--- src/rtl/cacheline_adaptor.sv ---
// cacheline_adaptor: bridges the dcache 256-bit line port to a 64-bit, 4-beat
// burst memory. A line read assembles four returned beats. A line write
// serialises a buffered copy of the evicted line. The cache sees a one-cycle
// line_resp when the burst finishes.
// Optional build macro CACHELINE_ADAPTOR_PERF_EN adds completed-line counters
// on rd_lines/wr_lines. Without the macro both outputs are tied to zero.
module cacheline_adaptor #(
  parameter int unsigned ADDR_WIDTH = 32,
  parameter int unsigned LINE_WIDTH = 256,
  parameter int unsigned BEAT_WIDTH = 64
) (
  input  logic                  clk,
  input  logic                  rst,
  input  logic                  line_read,
  input  logic                  line_write,
  input  logic [ADDR_WIDTH-1:0] line_addr,
  input  logic [LINE_WIDTH-1:0] line_wdata,
  output logic [LINE_WIDTH-1:0] line_rdata,
  output logic                  line_resp,
  output logic                  burst_read,
  output logic                  burst_write,
  output logic [ADDR_WIDTH-1:0] burst_addr,
  output logic [BEAT_WIDTH-1:0] burst_wdata,
  input  logic [BEAT_WIDTH-1:0] burst_rdata,
  input  logic                  burst_resp,
  output logic [31:0]           rd_lines,
  output logic [31:0]           wr_lines
);

  localparam int unsigned BEATS      = LINE_WIDTH / BEAT_WIDTH;
  localparam int unsigned BEAT_BITS  = $clog2(BEATS);
  localparam int unsigned LINE_BYTES = LINE_WIDTH / 8;
  localparam logic [BEAT_BITS-1:0]  LAST_BEAT  = BEAT_BITS'(BEATS - 1);
  localparam logic [ADDR_WIDTH-1:0] ALIGN_MASK = ~ADDR_WIDTH'(LINE_BYTES - 1);

  typedef enum logic [1:0] {
    IDLE,
    READ,
    WRITE,
    DONE
  } state_e;

  state_e                state_q, state_d;
  logic [BEAT_BITS-1:0]  beat_q, beat_d;
  logic [ADDR_WIDTH-1:0] addr_q, addr_d;
  logic [LINE_WIDTH-1:0] wbuf_q, wbuf_d;
  logic [LINE_WIDTH-1:0] rdata_q, rdata_d;
  logic [31:0]           beat_lsb;

  assign beat_lsb   = 32'(beat_q) * BEAT_WIDTH;
  assign line_rdata = rdata_q;

  // State, beat counter and line/address buffers; synchronous active-low reset.
  always_ff @(posedge clk) begin
    if (!rst) begin
      state_q <= IDLE;
      beat_q  <= '0;
      addr_q  <= '0;
      wbuf_q  <= '0;
      rdata_q <= '0;
    end else begin
      state_q <= state_d;
      beat_q  <= beat_d;
      addr_q  <= addr_d;
      wbuf_q  <= wbuf_d;
      rdata_q <= rdata_d;
    end
  end

  // Next-state and burst/line outputs; requests are only sampled in IDLE.
  always_comb begin
    state_d     = state_q;
    beat_d      = beat_q;
    addr_d      = addr_q;
    wbuf_d      = wbuf_q;
    rdata_d     = rdata_q;
    burst_read  = 1'b0;
    burst_write = 1'b0;
    burst_addr  = '0;
    burst_wdata = '0;
    line_resp   = 1'b0;
    case (state_q)
      IDLE: begin
        if (line_read) begin
          addr_d  = line_addr & ALIGN_MASK;
          beat_d  = '0;
          state_d = READ;
        end else if (line_write) begin
          addr_d  = line_addr & ALIGN_MASK;
          wbuf_d  = line_wdata;
          beat_d  = '0;
          state_d = WRITE;
        end
      end
      READ: begin
        burst_read = 1'b1;
        burst_addr = addr_q;
        if (burst_resp) begin
          rdata_d[beat_lsb +: BEAT_WIDTH] = burst_rdata;
          beat_d = beat_q + BEAT_BITS'(1);
          if (beat_q == LAST_BEAT) state_d = DONE;
        end
      end
      WRITE: begin
        burst_write = 1'b1;
        burst_addr  = addr_q;
        burst_wdata = wbuf_q[beat_lsb +: BEAT_WIDTH];
        if (burst_resp) begin
          beat_d = beat_q + BEAT_BITS'(1);
          if (beat_q == LAST_BEAT) state_d = DONE;
        end
      end
      DONE: begin
        line_resp = 1'b1;
        state_d   = IDLE;
      end
      default: state_d = IDLE;
    endcase
  end

`ifdef CACHELINE_ADAPTOR_PERF_EN
  // DONE is shared by both directions, so remember which kind of burst is in flight.
  logic        op_rd_q, op_rd_d;
  logic [31:0] rd_cnt_q, rd_cnt_d;
  logic [31:0] wr_cnt_q, wr_cnt_d;

  // Count each completed line by direction; counters wrap naturally.
  always_comb begin
    op_rd_d  = op_rd_q;
    rd_cnt_d = rd_cnt_q;
    wr_cnt_d = wr_cnt_q;
    if (state_q == IDLE && (line_read || line_write)) op_rd_d = line_read;
    if (state_q == DONE) begin
      if (op_rd_q) rd_cnt_d = rd_cnt_q + 32'd1;
      else         wr_cnt_d = wr_cnt_q + 32'd1;
    end
  end

  // Performance counter registers, cleared by reset.
  always_ff @(posedge clk) begin
    if (!rst) begin
      op_rd_q  <= 1'b0;
      rd_cnt_q <= '0;
      wr_cnt_q <= '0;
    end else begin
      op_rd_q  <= op_rd_d;
      rd_cnt_q <= rd_cnt_d;
      wr_cnt_q <= wr_cnt_d;
    end
  end

  assign rd_lines = rd_cnt_q;
  assign wr_lines = wr_cnt_q;
`else
  assign rd_lines = '0;
  assign wr_lines = '0;
`endif

endmodule

--- config.mk ---
export PLATFORM = sky130hd
export DESIGN_NAME = cacheline_adaptor
export DESIGN_NICKNAME = d
export VERILOG_FILES = /design/src/rtl/cacheline_adaptor.sv
export SDC_FILE = /design/constraint.sdc
export NUM_CORES = 1
export LEC_CHECK = 0
export BUFFER_PORTS_ARGS = -buffer_cell sky130_fd_sc_hd__buf_4
export CORE_AREA = 3 3 301 303
export DETAILED_ROUTE_END_ITERATION = 10
export DIE_AREA = 0 0 304 306
export HOLD_SLACK_MARGIN = 0.06
export RECOVER_POWER = 50
export SYNTH_ARGS = -nofsm -noshare
export SYNTH_HDL_FRONTEND = slang
export SYNTH_SLANG_ARGS = --single-unit
--- constraint.sdc ---
create_clock -name clk -period 2.4 [get_ports clk]
set_input_delay 0.36 -clock clk [delete_from_list [all_inputs] [get_ports clk]]
set_output_delay 0.36 -clock clk [all_outputs]
set_load 0.1 [all_outputs]
==> metrics.txt <==
slew margin rel. ~16%; Wirelength per Cell 18.5 um; worst-margin pin slew approximately 1.3 ns; synthesized cell area 21600 sq um; first-pass iteration count of the detailed router 7; most frequent cells in the layout nand2_1, dfxtp_1, buf_4; WP data required around 2.0 ns; CTS Buffer Depth 3; worst hold path class input port to flip-flop; clk slew on worst S/H paths 0.06 ns; placed cell count 4191; GR Layer Usage met3 5.17%; Netlist cell types 43; Cells after Synth 2457; syn avg cell area 8.80 sq um; I/O Pins approximately 780; initial drt markers 1633; Lkg Pwr 0.0142 uW; Pwr Total 30000 uW; DIE AREA ~93000 sq um; DIE WIDTH 304 um; met2 Use GR 29.8%; adder-cell share of the synthesized area 0.752%; VDD IR max 0.795 mV; busiest layer in global routing met2; failing checks setup timing; critical path class flip-flop to primary output; main combinational cell family by area after synthesis simple AND/OR/NAND/NOR gates; Post-DP Area 28200 sq um; Total Wirelength 86600 um; Final Hold Fails 0; worst setup margin -0.254 ns; first-pass GRT wire length 130000 um; Max-Cap Viols 0; share of the yosys chip area belonging to registers 50.3%; clock latency on the worst-skew pair 0.61 ns; NumNets Final between 3k and 4k; Crit. End Element primary output; RD Place Congestion about 0.85; Port-buffer cells 701; CP Max Fanout 8; post-synthesis register bit count 543; yosys warns 0; row cnt 109; Initial Util 24.5%; area delta synth->final 59.0%; DRC violations left 0; minimum clock period after layout 2.65 ns; max-slew violations 0; met1 Track Usage GR approximately a fifth; All-Layer GR Usage 17.5%; clock root cell clkbuf_16; FMAX roughly 380 MHz; post-layout util 39.0%; H-tree depth 2; Final ANT Viol Nets 0; Vias/cell 4.68; Yosys top cell by area dfxtp_1; final setup fails 86; Final Cycle Share 111%; Synth Area in XOR/XNOR 0%; Post-synth EDFFs 0; DPL Wire Length 56200 um; complex-gate fraction of the synthesized area 15.6%; final instance area 34400 sq um; CORE AREA 88200 sq um; CTS tree yes; Most used DFF post-synth dfxtp_1; non-filler instance count after layout 4669; share of cells above drive strength 1 a little under a third; Synth Area in Simple Gates 19.5%; DR vias between 20k and 25k; run status finished, violations left; asr flop ratio synth 0%; vias in the first global route 21.8k; commonest non-fill, non-tap cell in the layout nand2_1; Post-Route Skew 0.0196 ns; die height 306 um; CP startpoint kind flip-flop; RSZ-0062 raised after global routing true; grt ovf 0; initial antenna violation count 6; largest net degree at the start of global routing 152; TritonCTS Sinks between 500 and 600; proportion of synthesized area in mux cells 6.76%; Setup TNS Final -11.21 ns; power density cells 871 nW/um^2; cts bufs inserted 60; Yosys top cell area share between 50% and 60%; WP data arrival about 2.3 ns; Synth area leaders dfxtp_1, nand2_1, mux4_2, a21oi_1, a32oi_1
flip-flops by register name, indices dropped and copies added, names as in the netlist:
signal      count
addr_q         27
beat_q          2
line_rdata    256
state_q         2
wbuf_q        256
layer usage:
metal | part of all wire (%) | up-vias
met5 | 0 | -
met4 | 4.3 | 0
met3 | 8.6 | 207
met2 | 48 | 975
met1 | 39 | 10400
li1 | - | 10300
worst max-delay path, cell delays in order, from the launching register on:
cell	delay, ns
dfxtp_4	0.44
buf_16	0.18
buf_16	0.17
mux4_2	0.51
and2_4	0.20
buf_12	0.16
through the flow:
step           hold slack [ns]  setup WS, ns
2_1_floorplan            0.432        0.0329
3_3_place_gp             0.438         0.223
3_5_place_dp             0.442         0.188
4_1_cts                 0.0650        -0.325
5_1_grt                 0.0773        -0.346
6_report                 0.118        -0.254
timing repair:
| action | in CTS | in global routing |
|---|---|---|
| hold buffers | 345 | 0 |
| endpoints found under the setup margin | 90 | 122 |
| resized for setup | 205 | 73 |
| hold endpoints to repair | 507 | 0 |
| buffers inserted | 6 | 2 |
| pin swaps | 0 | 1 |
| gates cloned | 4 | 2 |
report_power, final:
group / leakage (uW) / switching (uW) / internal, uW / total, uW
sequential: 0.00440 / 372 / 9690 / 10100
combinational: 0.00878 / 6560 / 3350 / 9920
clock: 0.00106 / 3940 / 6030 / 9970
synth_stat cells, types with 2 or more instances:
cell type  number
a21oi_1       283
a31o_2         52
a32o_1         12
a32oi_1        76
and2_1         92
and3_1         54
buf_1          12
buf_2          74
buf_4          73
buf_8           2
clkbuf_1      126
dfxtp_1       543
ha_1           13
inv_1           5
mux2i_1         2
mux4_2         64
nand2_1       697
nand3_1        57
nor2_1         78
nor2b_1         2
o21ai_0        47
o21ai_1         9
o22ai_1        64
worst paths after layout:
check / start / endpoint / slack (ns) / depth (start not counted)
worst max-delay path: beat_q[0] / burst_wdata[15] / -0.25 / 5
worst min-delay path: line_wdata[190] / wbuf_q[190] / 0.12 / 3
worst max register to register: state_q[0] / wbuf_q[93] / 0.05 / 7
worst min register to register: addr_q[8] / addr_q[8] / 0.45 / 2
layout make-up:
cell class,instances,area [sq um]
diodes,7,17.5
clock buffers,84,1740
clock inverters,29,398
fillers,8582,53900
inverters,6,30.0
multi-input cells,1688,9700
flip-flops and latches,543,10900
well taps,1165,1460
repair buffers,1147,10200
cell families (layout without fill, tap and decap cells):
| logic type | Yosys count | in the layout |
|---|---|---|
| fa+ha+maj | 13 | 13 |
| flops | 543 | 543 |
| simple gates | 991 | 992 |
| other cells | 1 | 76 |
| buf+inv | 295 | 1266 |
| mux | 66 | 66 |
| compound gates | 548 | 548 |
No activity file was read; power rests on OpenSTA's default activity.
